File: config.mk
export PLATFORM = sky130hd
export DESIGN_NAME = tt_fitness_evaluator_flat
export DESIGN_NICKNAME = d
export VERILOG_FILES = /design/src/rtl/tt_fitness_evaluator_if.sv /design/src/rtl/tt_fitness_evaluator.sv /design/src/flat_wrapper.sv
export SDC_FILE = /design/constraint.sdc
export NUM_CORES = 1
export LEC_CHECK = 0
export ABC_AREA = 1
export CORE_MARGIN = 2
export CORE_UTILIZATION = 45
export DETAILED_ROUTE_END_ITERATION = 10
export PLACE_DENSITY = 0.78
export SYNTH_ARGS = -nofsm -noshare
export SYNTH_HDL_FRONTEND = slang
export SYNTH_SLANG_ARGS = --single-unit
File: constraint.sdc
create_clock -name clk -period 5.2 [get_ports clk]
set_clock_uncertainty 0.15 [all_clocks]
set_input_delay 1.3 -clock clk [delete_from_list [all_inputs] [get_ports clk]]
set_output_delay 1.3 -clock clk [all_outputs]
set_load 0.05 [all_outputs]
File: src/rtl/tt_fitness_evaluator_if.sv
`default_nettype none
// +-----------------------------------------------------------------------------+
// | Module  : tt_fitness_evaluator_if                                           |
// | Brief   : Bundles the controller, DUT and truth-table ROM signals.          |
// | Rev     : 1.0  initial release                                              |
// +-----------------------------------------------------------------------------+
interface tt_fitness_evaluator_if #(
    parameter int N_IN  = 10,
    parameter int N_OUT = 8
);
    localparam int c_fit_w = N_IN + $clog2(N_OUT) + 1;
    localparam int c_bad_w = N_IN + 1;

    logic                start;
    logic                abort;
    logic [N_IN-1:0]     pi;
    logic [N_OUT-1:0]    po;
    logic [N_IN-1:0]     exp_addr;
    logic [N_OUT-1:0]    exp_data;
    logic                busy;
    logic                done;
    logic [c_fit_w-1:0]  fitness;
    logic [c_bad_w-1:0]  bad_rows;

    // The evaluator drives the vector bus and reports results.
    modport master (
        input  start, abort, po, exp_data,
        output pi, exp_addr, busy, done, fitness, bad_rows
    );

    modport slave (
        output start, abort, po, exp_data,
        input  pi, exp_addr, busy, done, fitness, bad_rows
    );
endinterface
`default_nettype wire

File: src/rtl/tt_fitness_evaluator.sv
`default_nettype none
// +-----------------------------------------------------------------------------+
// | Module  : tt_fitness_evaluator                                              |
// | Brief   : Sweeps all input vectors of a benchmark netlist and counts the    |
// |           output bits that match the truth-table ROM (CGP fitness).        |
// | Rev     : 1.0  initial release                                              |
// +-----------------------------------------------------------------------------+
module tt_fitness_evaluator #(
    parameter int N_IN  = 10,
    parameter int N_OUT = 8,
    parameter int LAT   = 0
) (
    input wire clk,
    input wire rst_n,
    tt_fitness_evaluator_if.master bus
);
    localparam int c_fit_w = N_IN + $clog2(N_OUT) + 1;
    localparam int c_bad_w = N_IN + 1;
    localparam int c_pop_w = $clog2(N_OUT) + 1;
    localparam int c_dw    = $clog2(LAT + 1) + 1;

    localparam logic [1:0] c_st_idle  = 2'd0;
    localparam logic [1:0] c_st_run   = 2'd1;
    localparam logic [1:0] c_st_drain = 2'd2;
    localparam logic [1:0] c_st_done  = 2'd3;

    localparam logic [c_dw-1:0] c_drain_last = c_dw'(LAT);
    localparam logic [LAT:0]    c_vld_one    = (LAT + 1)'(1);

    logic [1:0]         r_state;
    logic [1:0]         w_next;
    logic [N_IN:0]      r_cnt;
    logic [c_dw-1:0]    r_dcnt;
    logic [LAT:0]       r_vld;
    logic [N_OUT-1:0]   r_po;
    logic [N_OUT-1:0]   w_exp;
    logic [N_OUT-1:0]   w_match;
    logic [c_pop_w-1:0] w_pop;
    logic               w_row_bad;
    logic [c_fit_w-1:0] r_fit;
    logic [c_bad_w-1:0] r_bad;
    logic               w_accept;
    logic               w_abort;
    logic               w_issue;

    // Counter MSB marks "all vectors issued"; the extra RUN clock it costs
    // lines the done pulse up with the final accumulator update.
    always_comb begin
        w_next    = r_state;
        w_accept  = 1'b0;
        w_abort   = 1'b0;
        w_issue   = 1'b0;
        case (r_state)
            c_st_idle: begin
                if (bus.start) begin
                    w_next   = c_st_run;
                    w_accept = 1'b1;
                end
            end
            c_st_run: begin
                w_issue = ~r_cnt[N_IN];
                if (bus.abort) begin
                    w_next  = c_st_idle;
                    w_abort = 1'b1;
                end else if (r_cnt[N_IN]) begin
                    w_next = c_st_drain;
                end
            end
            c_st_drain: begin
                if (bus.abort) begin
                    w_next  = c_st_idle;
                    w_abort = 1'b1;
                end else if (r_dcnt == c_drain_last) begin
                    w_next = c_st_done;
                end
            end
            default: w_next = c_st_idle;
        endcase
    end

    generate
        if (LAT > 0) begin : g_exp_dly
            logic [N_OUT-1:0] r_exp_pipe [LAT];
            always_ff @(posedge clk) begin
                if (!rst_n) begin
                    for (int i = 0; i < LAT; i++) r_exp_pipe[i] <= '0;
                end else begin
                    r_exp_pipe[0] <= bus.exp_data;
                    for (int i = 1; i < LAT; i++) r_exp_pipe[i] <= r_exp_pipe[i-1];
                end
            end
            assign w_exp = r_exp_pipe[LAT-1];
        end else begin : g_exp_direct
            assign w_exp = bus.exp_data;
        end
    endgenerate

    always_comb begin
        w_match   = ~(r_po ^ w_exp);
        w_row_bad = |(r_po ^ w_exp);
        w_pop     = '0;
        for (int i = 0; i < N_OUT; i++) w_pop = w_pop + c_pop_w'(w_match[i]);
    end

    always_ff @(posedge clk) begin
        if (!rst_n) begin
            r_state <= c_st_idle;
            r_cnt   <= '0;
            r_dcnt  <= '0;
            r_vld   <= '0;
            r_po    <= '0;
            r_fit   <= '0;
            r_bad   <= '0;
        end else begin
            r_state <= w_next;
            r_po    <= bus.po;
            if (w_accept || w_abort) begin
                r_cnt  <= '0;
                r_dcnt <= '0;
                r_vld  <= '0;
                r_fit  <= '0;
                r_bad  <= '0;
            end else begin
                r_vld <= (r_vld << 1) | (w_issue ? c_vld_one : '0);
                if (w_issue) r_cnt <= r_cnt + 1'b1;
                if (r_state == c_st_drain) r_dcnt <= r_dcnt + 1'b1;
                if (r_vld[LAT]) begin
                    r_fit <= r_fit + c_fit_w'(w_pop);
                    r_bad <= r_bad + c_bad_w'(w_row_bad);
                end
            end
        end
    end

    assign bus.pi       = r_cnt[N_IN-1:0];
    assign bus.exp_addr = r_cnt[N_IN-1:0];
    assign bus.busy     = (r_state == c_st_run) || (r_state == c_st_drain);
    assign bus.done     = (r_state == c_st_done);
    assign bus.fitness  = r_fit;
    assign bus.bad_rows = r_bad;
endmodule
`default_nettype wire

File: src/flat_wrapper.sv
// flat-port wrapper written by rule: the top's interface ports become plain ports
module tt_fitness_evaluator_flat 
#(
    parameter int N_IN  = 10,
    parameter int N_OUT = 8,
    parameter int LAT   = 0
)
  (clk, rst_n, bus_start, bus_abort, bus_po, bus_exp_data, bus_pi, bus_exp_addr, bus_busy, bus_done, bus_fitness, bus_bad_rows);
  tt_fitness_evaluator_if #(.N_IN(N_IN), .N_OUT(N_OUT)) bus_i ();
  input wire clk;
  input wire rst_n;
  input wire logic [$bits(bus_i.start)-1:0] bus_start;
  input wire logic [$bits(bus_i.abort)-1:0] bus_abort;
  input wire logic [$bits(bus_i.po)-1:0] bus_po;
  input wire logic [$bits(bus_i.exp_data)-1:0] bus_exp_data;
  output wire logic [$bits(bus_i.pi)-1:0] bus_pi;
  output wire logic [$bits(bus_i.exp_addr)-1:0] bus_exp_addr;
  output wire logic [$bits(bus_i.busy)-1:0] bus_busy;
  output wire logic [$bits(bus_i.done)-1:0] bus_done;
  output wire logic [$bits(bus_i.fitness)-1:0] bus_fitness;
  output wire logic [$bits(bus_i.bad_rows)-1:0] bus_bad_rows;
  assign bus_i.start = bus_start;
  assign bus_i.abort = bus_abort;
  assign bus_i.po = bus_po;
  assign bus_i.exp_data = bus_exp_data;
  assign bus_pi = bus_i.pi;
  assign bus_exp_addr = bus_i.exp_addr;
  assign bus_busy = bus_i.busy;
  assign bus_done = bus_i.done;
  assign bus_fitness = bus_i.fitness;
  assign bus_bad_rows = bus_i.bad_rows;
  tt_fitness_evaluator #(.N_IN(N_IN), .N_OUT(N_OUT), .LAT(LAT)) u_core (.clk(clk), .rst_n(rst_n), .bus(bus_i));
endmodule
==> report_table.html, run 1 <==
<table>
<tr><th>Metric</th><th>Value</th></tr>
<tr><th colspan="2">GRT</th></tr>
<tr><td>Number of global-route vias before repair</td><td>2210</td></tr>
<tr><td>Global-route congestion overflow total</td><td>0</td></tr>
<tr><td>Initial antenna violation count</td><td>0</td></tr>
<tr><td>Total routing usage reported by global routing</td><td>16.8%</td></tr>
<tr><td>First-pass GRT wire length</td><td>8.88 mm</td></tr>
<tr><td>Maximum number of pins on one net before global-route repair</td><td>22</td></tr>
<tr><th colspan="2">Floorplanning</th></tr>
<tr><td>Num ports</td><td>between 60 and 70</td></tr>
<tr><td>Number of placement rows</td><td>28</td></tr>
<tr><td>Area of the die</td><td>0.00674 sq mm</td></tr>
<tr><td>CORE AREA</td><td>0.00592 sq mm</td></tr>
<tr><td>Die extent in y</td><td>82.1 microns</td></tr>
<tr><td>Starting Density</td><td>46.4%</td></tr>
<tr><td>Die Width</td><td>82.1 microns</td></tr>
<tr><th colspan="2">Yosys</th></tr>
<tr><td>Portion of synthesized cell area occupied by the leading cell type</td><td>35.0%</td></tr>
<tr><td>Largest cells by area after synthesis</td><td>dfxtp_1 35%, nand2_1 10%, inv_1 8.1%, ha_1 6.4%, buf_4 6.3%</td></tr>
<tr><td>Post-Syn Nets</td><td>between 400 and 500</td></tr>
<tr><td>Top cell types by occurrence after synthesis</td><td>75 x nand2_1, 59 x inv_1, 48 x dfxtp_1, 32 x nor2_1, 26 x a21oi_1</td></tr>
<tr><td>Synth area leader</td><td>dfxtp_1</td></tr>
<tr><td>Ys flop type</td><td>dfxtp_1</td></tr>
<tr><td>Number of enable flip-flop cells after synthesis</td><td>0</td></tr>
<tr><td>Cell Area, Synth</td><td>0.00275 sq mm</td></tr>
<tr><td>Count of mapped cells out of synthesis</td><td>~370</td></tr>
<tr><td>Fraction of synthesis flops using an asynchronous set or reset pin</td><td>0%</td></tr>
<tr><td>Portion of the post-synthesis area used by sequential elements</td><td>35.0%</td></tr>
<tr><td>Distinct cell type count after synthesis</td><td>31</td></tr>
<tr><td>Yosys reg bits</td><td>48</td></tr>
<tr><td>Synthesized area per cell</td><td>7.46 sq um</td></tr>
<tr><td>Total of warnings raised by yosys</td><td>0</td></tr>
<tr><td>Most common cell in the synthesized netlist</td><td>nand2_1</td></tr>
<tr><th colspan="2">Finish</th></tr>
<tr><td>Diodes inserted</td><td>0</td></tr>
<tr><td>Layout overhead on the synthesized area</td><td>28.4%</td></tr>
<tr><td>Fill cell total of the finished layout</td><td>526</td></tr>
<tr><td>Number of standard cells in the layout, taps in and fillers out</td><td>497</td></tr>
<tr><td>Number of nets in the layout</td><td>460</td></tr>
<tr><td>Share of the core filled with cells in the final layout</td><td>59.6%</td></tr>
<tr><td>Share of post-route cells with drive strength above 1</td><td>12.3%</td></tr>
<tr><th colspan="2">CTS</th></tr>
<tr><td>Clock insertion delay at the later pin of the skew report</td><td>approximately 0.30 ns</td></tr>
<tr><td>Cell at the root of the clock tree</td><td>clkbuf_8</td></tr>
<tr><td>H-Tree Level Count</td><td>2</td></tr>
<tr><td>Number of clock buffers inserted by TritonCTS</td><td>5</td></tr>
<tr><td>Maximum root-to-sink buffer count</td><td>2</td></tr>
<tr><td>Count of clock tree sinks</td><td>48</td></tr>
<tr><td>TritonCTS clock tree</td><td>done</td></tr>
<tr><td>Register clock-pin slew on the reported worst setup and hold paths</td><td>0.08 ns</td></tr>
<tr><th colspan="2">Route</th></tr>
<tr><td>Detailed-routed wire length on met2</td><td>about 2.7 mm</td></tr>
<tr><td>Detailed-routing iteration count for the pre-antenna-repair pass</td><td>4</td></tr>
<tr><td>Highest metal layer used by the detailed router</td><td>met4</td></tr>
<tr><td>Sum of met3 wire segment lengths after detailed routing</td><td>248 microns</td></tr>
<tr><td>Count of routing violations after the opening detailed-route iteration</td><td>73</td></tr>
<tr><td>Post-route DRC violation count</td><td>0</td></tr>
<tr><td>Remaining number of nets flagged by the antenna check after routing</td><td>0</td></tr>
<tr><td>Detailed-route wire length on metal 1</td><td>between 2 and 2.5 mm</td></tr>
<tr><td>Via density per instance</td><td>4.79</td></tr>
<tr><td>Post-detailed-route wirelength per cell</td><td>10.9 microns</td></tr>
<tr><td>Via count</td><td>between 2000 and 2500</td></tr>
<tr><td>Total length of routed wires</td><td>5.40 mm</td></tr>
<tr><th colspan="2">Critical path</th></tr>
<tr><td>Critical path endpoint category</td><td>flop</td></tr>
<tr><td>Critical path required time</td><td>5.24 ns</td></tr>
<tr><td>Critical Path Start Type</td><td>input pin</td></tr>
<tr><td>Arrival time reported for the critical path endpoint</td><td>between 5 and 6 ns</td></tr>
<tr><td>Biggest fanout along the worst timing path</td><td>2</td></tr>
<tr><td>CP Class</td><td>input pin to flop</td></tr>
<tr><th colspan="2">Timing</th></tr>
<tr><td>Setup violations, final</td><td>0</td></tr>
<tr><td>Post-route worst hold slack</td><td>0.336 ns</td></tr>
<tr><td>Fmax</td><td>around 200 MHz</td></tr>
<tr><td>Tightest Pin Transition</td><td>0.745 ns</td></tr>
<tr><td>Max Transition Viols Final</td><td>0</td></tr>
<tr><td>Shortest clock period the worst path allows after layout</td><td>5.00 ns</td></tr>
<tr><td>Share of the cycle needed by the critical path after routing</td><td>96.2%</td></tr>
<tr><td>Worst slew margin relative to its limit</td><td>50.3%</td></tr>
<tr><td>Number of failing hold endpoints at the final stage</td><td>0</td></tr>
<tr><td>Setup repair after global routing missed its margin</td><td>no</td></tr>
<tr><th colspan="2">Flow run</th></tr>
<tr><td>Max-capacitance violation count</td><td>0</td></tr>
<tr><th colspan="2">Placed design</th></tr>
<tr><td>Placed Cells</td><td>roughly 500</td></tr>
<tr><td>Final HPWL from detailed placement</td><td>4.15 mm</td></tr>
<tr><td>Routability congestion estimate</td><td>0.780</td></tr>
<tr><td>Port Buffer Count</td><td>66</td></tr>
<tr><th colspan="2">Hold path</th></tr>
<tr><td>Hold Path Class</td><td>flop to flop</td></tr>
<tr><th colspan="2">Pwr</th></tr>
<tr><td>Static power due to leakage</td><td>around 1.5 nW</td></tr>
<tr><td>Switching power total</td><td>~0.00028 W</td></tr>
<tr><td>Total power divided by cell area</td><td>about 270 mW/mm^2</td></tr>
<tr><td>Sequential cell fraction of total power</td><td>~42%</td></tr>
<tr><td>Internal Power</td><td>about 0.00066 W</td></tr>
<tr><td>Worst vdd rail ir drop</td><td>between 0.15 and 0.2 mV</td></tr>
<tr><td>Clk pwr share</td><td>31.0%</td></tr>
<tr><td>Share of power burned in combinational logic</td><td>27.5%</td></tr>
<tr><td>Sw frac</td><td>30.1%</td></tr>
<tr><th colspan="2">Outcome</th></tr>
<tr><td>Result of the run</td><td>complete, no violations</td></tr>
</table>
## power groups by stage
stage | logic [W] | clock network (W) | registers (W)
after floorplan | 0.000183 | 0 | 0.000402
after global placement | 0.000243 | 0 | 0.000399
after detailed placement | 0.000253 | 0 | 0.000399
after CTS | 0.000254 | 0.000302 | 0.000391
after global routing | 0.000295 | 0.000315 | 0.000393
final | 0.000259 | 0.000291 | 0.000391
## critical path, stage by stage
cell and delay, ns:
clkdlybuf4s50_1 0.42, xnor2_1 0.13, ha_1 0.29, inv_2 0.04, fa_1 0.53, fa_1 0.45
fa_2 0.37, fa_2 0.57, inv_1 0.04, ha_1 0.26, nand2_1 0.05, nand2_2 0.10
nand2_1 0.08, xnor2_1 0.12, o21ai_0 0.23, inv_1 0.07
## cells in the final DEF (no fill, tap or decap), drive strengths merged, types with 5 or more instances in the layout
| cell type | instances |
|---|---|
| nand2 | 81 |
| clkdlybuf4s50 | 66 |
| inv | 61 |
| dfxtp | 48 |
| nor2 | 37 |
| a21oi | 27 |
| nand3 | 20 |
| ha | 14 |
| o21ai | 12 |
| nor3 | 9 |
| xnor2 | 7 |
| clkbuf | 7 |
| nand4 | 7 |
| xor2 | 5 |
| buf | 5 |
| fa | 5 |
## state kept, by name (all words and copies together), names as in the netlist
signal / cells
u_core.bus.fitness: 14
u_core.bus.bad_rows: 11
u_core.r_cnt: 11
u_core.r_po: 8
u_core.r_state: 2
u_core.r_dcnt: 1
u_core.r_vld: 1
## metrics by stage
step	cell area, sq um	setup TNS [ns]	setup slack [ns]	total power [W]
global route	3530	0	0.0218	0.00100
detailed placement	3340	-3.67	-0.443	0.000652
floorplan	2750	0	0.245	0.000584
finish	3530	0	0.196	0.000941
CTS	3480	0	0.0479	0.000947
global placement	3340	-2.16	-0.312	0.000642
## cell families after synthesis
group,synth area share [%]
adders and majority gates,10.0
and+or+nand+nor,27.6
AOI/OAI and AO/OA,8.20
buffers and inverters,15.4
xor gates and xnor gates,3.83
DFF,35.0
## what timing repair did
action / CTS / global route
buffers inserted: 1 / 0
gates cloned: 0 / 1
hold buffers: 0 / 0
setup endpoints to repair: 3 / 10
resized for setup: 1 / 13
pin swaps: 2 / 14
## final timing paths
kind | start | end | slack (ns) | depth (start not counted)
max | bus_exp_data[1] | u_core.bus.fitness[3]$_SDFFE_PP0P_ | 0.20 | 16
min | u_core.bus.fitness[0]$_SDFFE_PP0P_ | u_core.bus.fitness[0]$_SDFFE_PP0P_ | 0.34 | 2
max reg2reg | u_core.r_po[0]$_SDFF_PN0_ | u_core.bus.fitness[3]$_SDFFE_PP0P_ | 1.31 | 15
min reg2reg | u_core.bus.fitness[0]$_SDFFE_PP0P_ | u_core.bus.fitness[0]$_SDFFE_PP0P_ | 0.34 | 2
## per-layer routing
layer  vias up  global-route usage, %
li1       1240                      -
met1      1067                   18.7
met2        65                   31.0
met3         9                   3.59
met4         0                   7.00
met5         -                      0
## final cells by class
cell class | count | area (sq um) | area share [%]
Multi-Input combinational cell | 233 | 1410 | 40.1
Sequential cell | 48 | 961 | 27.3
Timing Repair Buffer | 71 | 698 | 19.8
Inverter | 62 | 234 | 6.64
Clock buffer | 7 | 96.3 | 2.73
Tap cell | 75 | 93.8 | 2.66
Clock inverter | 1 | 30.0 | 0.852
No activity file was read; power rests on OpenSTA's default activity.
==> run 2, diff against run 1 <==
--- a/config.mk
+++ b/config.mk
@@ -8,6 +8,7 @@
 export ABC_AREA = 1
 export CORE_MARGIN = 2
 export CORE_UTILIZATION = 45
+export CTS_CLUSTER_SIZE = 14
 export DETAILED_ROUTE_END_ITERATION = 10
 export PLACE_DENSITY = 0.78
 export SYNTH_ARGS = -nofsm -noshare
==> results of run 2 <==
Same layout as run 1: the final DEF is identical, and so are final timing and power.
==> run 3, diff against run 2 <==
--- a/config.mk
+++ b/config.mk
@@ -6,7 +6,6 @@
 export NUM_CORES = 1
 export LEC_CHECK = 0
 export ABC_AREA = 1
-export CORE_MARGIN = 2
 export CORE_UTILIZATION = 45
 export CTS_CLUSTER_SIZE = 14
 export DETAILED_ROUTE_END_ITERATION = 10
==> report_table.html, run 3 (synthesized netlist as in run 1, its figures left out) <==
<table>
<tr><th>Metric</th><th>Value</th></tr>
<tr><th colspan="2">Finish</th></tr>
<tr><td>Layout overhead on the synthesized area</td><td>27.2%</td></tr>
<tr><td>Diodes inserted</td><td>0 (unchanged)</td></tr>
<tr><td>Number of nets in the layout</td><td>458 (-0.43%)</td></tr>
<tr><td>Max FFs per register</td><td>14 (unchanged)</td></tr>
<tr><td>Fill cell total of the finished layout</td><td>547 (+4.0%)</td></tr>
<tr><td>Leading cell type in the layout, fill and taps excluded</td><td>nand2_1</td></tr>
<tr><td>Leading cell types in the layout, fill and taps excluded</td><td>74 x nand2_1, 66 x clkdlybuf4s50_1, 58 x inv_1, 48 x dfxtp_1, 32 x nor2_1</td></tr>
<tr><td>Share of post-route cells with drive strength above 1</td><td>10.3% (-2.1 points)</td></tr>
<tr><th colspan="2">GRT</th></tr>
<tr><td>Maximum number of pins on one net before global-route repair</td><td>22 (unchanged)</td></tr>
<tr><td>Global-route congestion overflow total</td><td>0 (unchanged)</td></tr>
<tr><td>Number of global-route vias before repair</td><td>2114 (-4.3%)</td></tr>
<tr><td>Met1 Usage GRT</td><td>20.4% (+1.8 points)</td></tr>
<tr><td>Initial antenna violation count</td><td>0 (unchanged)</td></tr>
<tr><td>Most congested layer reported by global routing</td><td>met2</td></tr>
<tr><td>First-pass GRT wire length</td><td>8.66 mm (-2.5%)</td></tr>
<tr><td>Global-route track usage on met2</td><td>29.6% (-1.4 points)</td></tr>
<tr><td>Met3 capacity usage during global routing</td><td>3.52% (-0.064 points)</td></tr>
<tr><td>Total routing usage reported by global routing</td><td>17.0% (+0.18 points)</td></tr>
<tr><th colspan="2">Route</th></tr>
<tr><td>Via count</td><td>2321 (-2.5%)</td></tr>
<tr><td>Post-detailed-route wirelength per cell</td><td>10.6 microns (-2.3%)</td></tr>
<tr><td>Detailed-routing iteration count for the pre-antenna-repair pass</td><td>4 (unchanged)</td></tr>
<tr><td>Remaining number of nets flagged by the antenna check after routing</td><td>0 (unchanged)</td></tr>
<tr><td>Count of routing violations after the opening detailed-route iteration</td><td>82 (+12%)</td></tr>
<tr><td>Via density per instance</td><td>4.70 (-1.9%)</td></tr>
<tr><td>Total length of routed wires</td><td>5.24 mm (-2.9%)</td></tr>
<tr><td>Post-route DRC violation count</td><td>0 (unchanged)</td></tr>
<tr><th colspan="2">Critical path</th></tr>
<tr><td>Arrival time reported for the critical path endpoint</td><td>5.05 ns (about the same)</td></tr>
<tr><td>Capture instance of the worst register-to-register path</td><td>u_core.bus.fitness[12]$_SDFFE_PP0P_</td></tr>
<tr><td>R2r worst-path depth</td><td>15 (unchanged)</td></tr>
<tr><td>R2r setup slk</td><td>1.33 ns (+0.02 ns)</td></tr>
<tr><td>Critical Path Start Type</td><td>input pin</td></tr>
<tr><td>Biggest fanout along the worst timing path</td><td>4 (+2)</td></tr>
<tr><td>Critical path required time</td><td>5.25 ns (about the same)</td></tr>
<tr><td>CP Class</td><td>input pin to flop</td></tr>
<tr><td>Start of the worst register-to-register path</td><td>u_core.r_po[1]$_SDFF_PN0_</td></tr>
<tr><td>Critical path endpoint category</td><td>flop</td></tr>
<tr><th colspan="2">Placed design</th></tr>
<tr><td>Final HPWL from detailed placement</td><td>4.02 mm (-2.9%)</td></tr>
<tr><td>Pre-CTS setup slack</td><td>-0.411 ns (+0.0318 ns)</td></tr>
<tr><td>Port Buffer Count</td><td>66 (unchanged)</td></tr>
<tr><td>Routability congestion estimate</td><td>0.764 (-2.1%)</td></tr>
<tr><th colspan="2">CTS</th></tr>
<tr><td>Cell at the root of the clock tree</td><td>clkbuf_8</td></tr>
<tr><td>Count of clock tree sinks</td><td>48 (unchanged)</td></tr>
<tr><td>H-Tree Level Count</td><td>2 (unchanged)</td></tr>
<tr><td>Register clock-pin slew on the reported worst setup and hold paths</td><td>0.09 ns (about the same)</td></tr>
<tr><td>TritonCTS clock tree</td><td>done</td></tr>
<tr><td>Maximum root-to-sink buffer count</td><td>2 (unchanged)</td></tr>
<tr><td>Post-CTS Repair Setup Buffers</td><td>0 (-1)</td></tr>
<tr><td>Clock insertion delay at the later pin of the skew report</td><td>0.30 ns (about the same)</td></tr>
<tr><td>Number of clock buffers inserted by TritonCTS</td><td>5 (unchanged)</td></tr>
<tr><th colspan="2">Timing</th></tr>
<tr><td>Tightest Pin Transition</td><td>0.732 ns (-0.0127 ns)</td></tr>
<tr><td>Worst slew margin relative to its limit</td><td>51.1% (+0.85 points)</td></tr>
<tr><td>Fmax</td><td>200 MHz (+0.18%)</td></tr>
<tr><td>Shortest clock period the worst path allows after layout</td><td>4.99 ns (-0.00887 ns)</td></tr>
<tr><td>Number of failing hold endpoints at the final stage</td><td>0 (unchanged)</td></tr>
<tr><td>Setup violations, final</td><td>0 (unchanged)</td></tr>
<tr><td>Setup repair after global routing missed its margin</td><td>no</td></tr>
<tr><td>Setup ws final</td><td>0.205 ns (+0.00887 ns)</td></tr>
<tr><td>Share of the cycle needed by the critical path after routing</td><td>96.1% (-0.17 points)</td></tr>
<tr><td>Post-route worst hold slack</td><td>0.338 ns (+0.00251 ns)</td></tr>
<tr><td>Max Transition Viols Final</td><td>0 (unchanged)</td></tr>
<tr><th colspan="2">Pwr</th></tr>
<tr><td>Total power divided by cell area</td><td>273 mW/mm^2 (+2.4%)</td></tr>
<tr><td>Share of power burned in combinational logic</td><td>26.5% (-1.0 points)</td></tr>
<tr><td>Sequential cell fraction of total power</td><td>40.9% (-0.6 points)</td></tr>
<tr><td>Static power due to leakage</td><td>1.46 nW (-0.81%)</td></tr>
<tr><td>Switching power total</td><td>0.000280 W (-1.4%)</td></tr>
<tr><td>Sw frac</td><td>29.3% (-0.83 points)</td></tr>
<tr><td>Worst vdd rail ir drop</td><td>0.162 mV (-15%)</td></tr>
<tr><td>Clk pwr share</td><td>32.6% (+1.6 points)</td></tr>
<tr><td>Internal Power</td><td>0.000675 W (+2.6%)</td></tr>
<tr><th colspan="2">Outcome</th></tr>
<tr><td>Result of the run</td><td>complete, no violations</td></tr>
<tr><th colspan="2">Floorplanning</th></tr>
<tr><td>CORE AREA</td><td>0.00592 sq mm (unchanged)</td></tr>
<tr><td>Num ports</td><td>67 (unchanged)</td></tr>
<tr><td>Starting Density</td><td>46.4% (unchanged)</td></tr>
<tr><td>Area of the die</td><td>0.00642 sq mm (-4.8%)</td></tr>
<tr><td>Die Width</td><td>80.1 microns (-2.4%)</td></tr>
<tr><td>Number of placement rows</td><td>28 (unchanged)</td></tr>
<tr><td>Die extent in y</td><td>80.1 microns (-2.4%)</td></tr>
<tr><th colspan="2">Hold path</th></tr>
<tr><td>Hold worst-path end</td><td>u_core.bus.fitness[0]$_SDFFE_PP0P_</td></tr>
<tr><td>Hold Path Class</td><td>flop to flop</td></tr>
<tr><td>Launch point of the worst hold path</td><td>u_core.bus.fitness[0]$_SDFFE_PP0P_</td></tr>
<tr><td>Number of instances on the worst hold path</td><td>2 (unchanged)</td></tr>
<tr><th colspan="2">Flow run</th></tr>
<tr><td>Max-capacitance violation count</td><td>0 (unchanged)</td></tr>
</table>
-- run 3: through the flow --
stage | total power, W | TNS (ns) | util (%) | std cells | area, sq um
after global routing | 0.00101 | 0 | 59.0 | 494 | 3490
after CTS | 0.000965 | 0 | 58.8 | 494 | 3480
after detailed placement | 0.000650 | -3.04 | 56.5 | 487 | 3340
final | 0.000955 | 0 | 59.0 | 494 | 3490
after floorplan | 0.000584 | 0 | - | 368 | 2750
after global placement | 0.000641 | -2.15 | 56.5 | 487 | 3340
-- run 3: critical path, cell delays in order --
cell and delay, ns:
clkdlybuf4s50_1 0.47, xnor2_1 0.12, ha_1 0.25, inv_1 0.07
fa_1 0.42, fa_1 0.48, fa_2 0.37, fa_1 0.52
fa_2 0.38, nand3b_1 0.17, nand2_2 0.11, nand3_2 0.10
inv_2 0.10, nand2_1 0.06, nor2_1 0.08, nor2_1 0.04
-- run 3: how the worst max path moves through the flow --
stage	endpoint	from	slack, ns	cells past startpoint
3_5_place_dp	u_core.bus.fitness[12]$_SDFFE_PP0P_	bus_exp_data[1]	-0.41	16
5_1_grt	u_core.bus.fitness[7]$_SDFFE_PP0P_	bus_exp_data[1]	0.007	16
2_1_floorplan	u_core.bus.fitness[12]$_SDFFE_PP0P_	bus_exp_data[0]	0.24	15
4_1_cts	u_core.bus.fitness[12]$_SDFFE_PP0P_	bus_exp_data[1]	0.01	16
3_3_place_gp	u_core.bus.fitness[12]$_SDFFE_PP0P_	bus_exp_data[0]	-0.32	16
6_report	u_core.bus.fitness[12]$_SDFFE_PP0P_	bus_exp_data[1]	0.21	16
-- run 3: layer usage --
layer,up-vias,wire [microns]
met4,0,78
met5,-,0
met2,54,2560
met1,1036,2370
met3,6,230
li1,1225,-
-- run 3: cell type report --
cell class	count	area, sq um	area share (%)
Clock inverter	2	60.1	1.72
Timing Repair Buffer	70	691	19.8
Multi-Input combinational cell	232	1390	39.6
Inverter	62	234	6.70
Sequential cell	48	961	27.5
Clock buffer	5	68.8	1.97
Tap cell	75	93.8	2.69
-- run 3: power by group through the flow --
stage	clock (W)	sequential (W)	combinational (W)
after CTS	0.000322	0.000391	0.000251
after global placement	0	0.000399	0.000242
after floorplan	0	0.000402	0.000183
final	0.000311	0.000391	0.000253
after detailed placement	0	0.000400	0.000250
after global routing	0.000332	0.000393	0.000290
-- run 3: timing repair --
action                                  4_1_cts  5_1_grt
endpoints found under the setup margin        2       10
hold buffers                                  0        0
pin swaps                                     1        4
gates resized for setup                       2        5
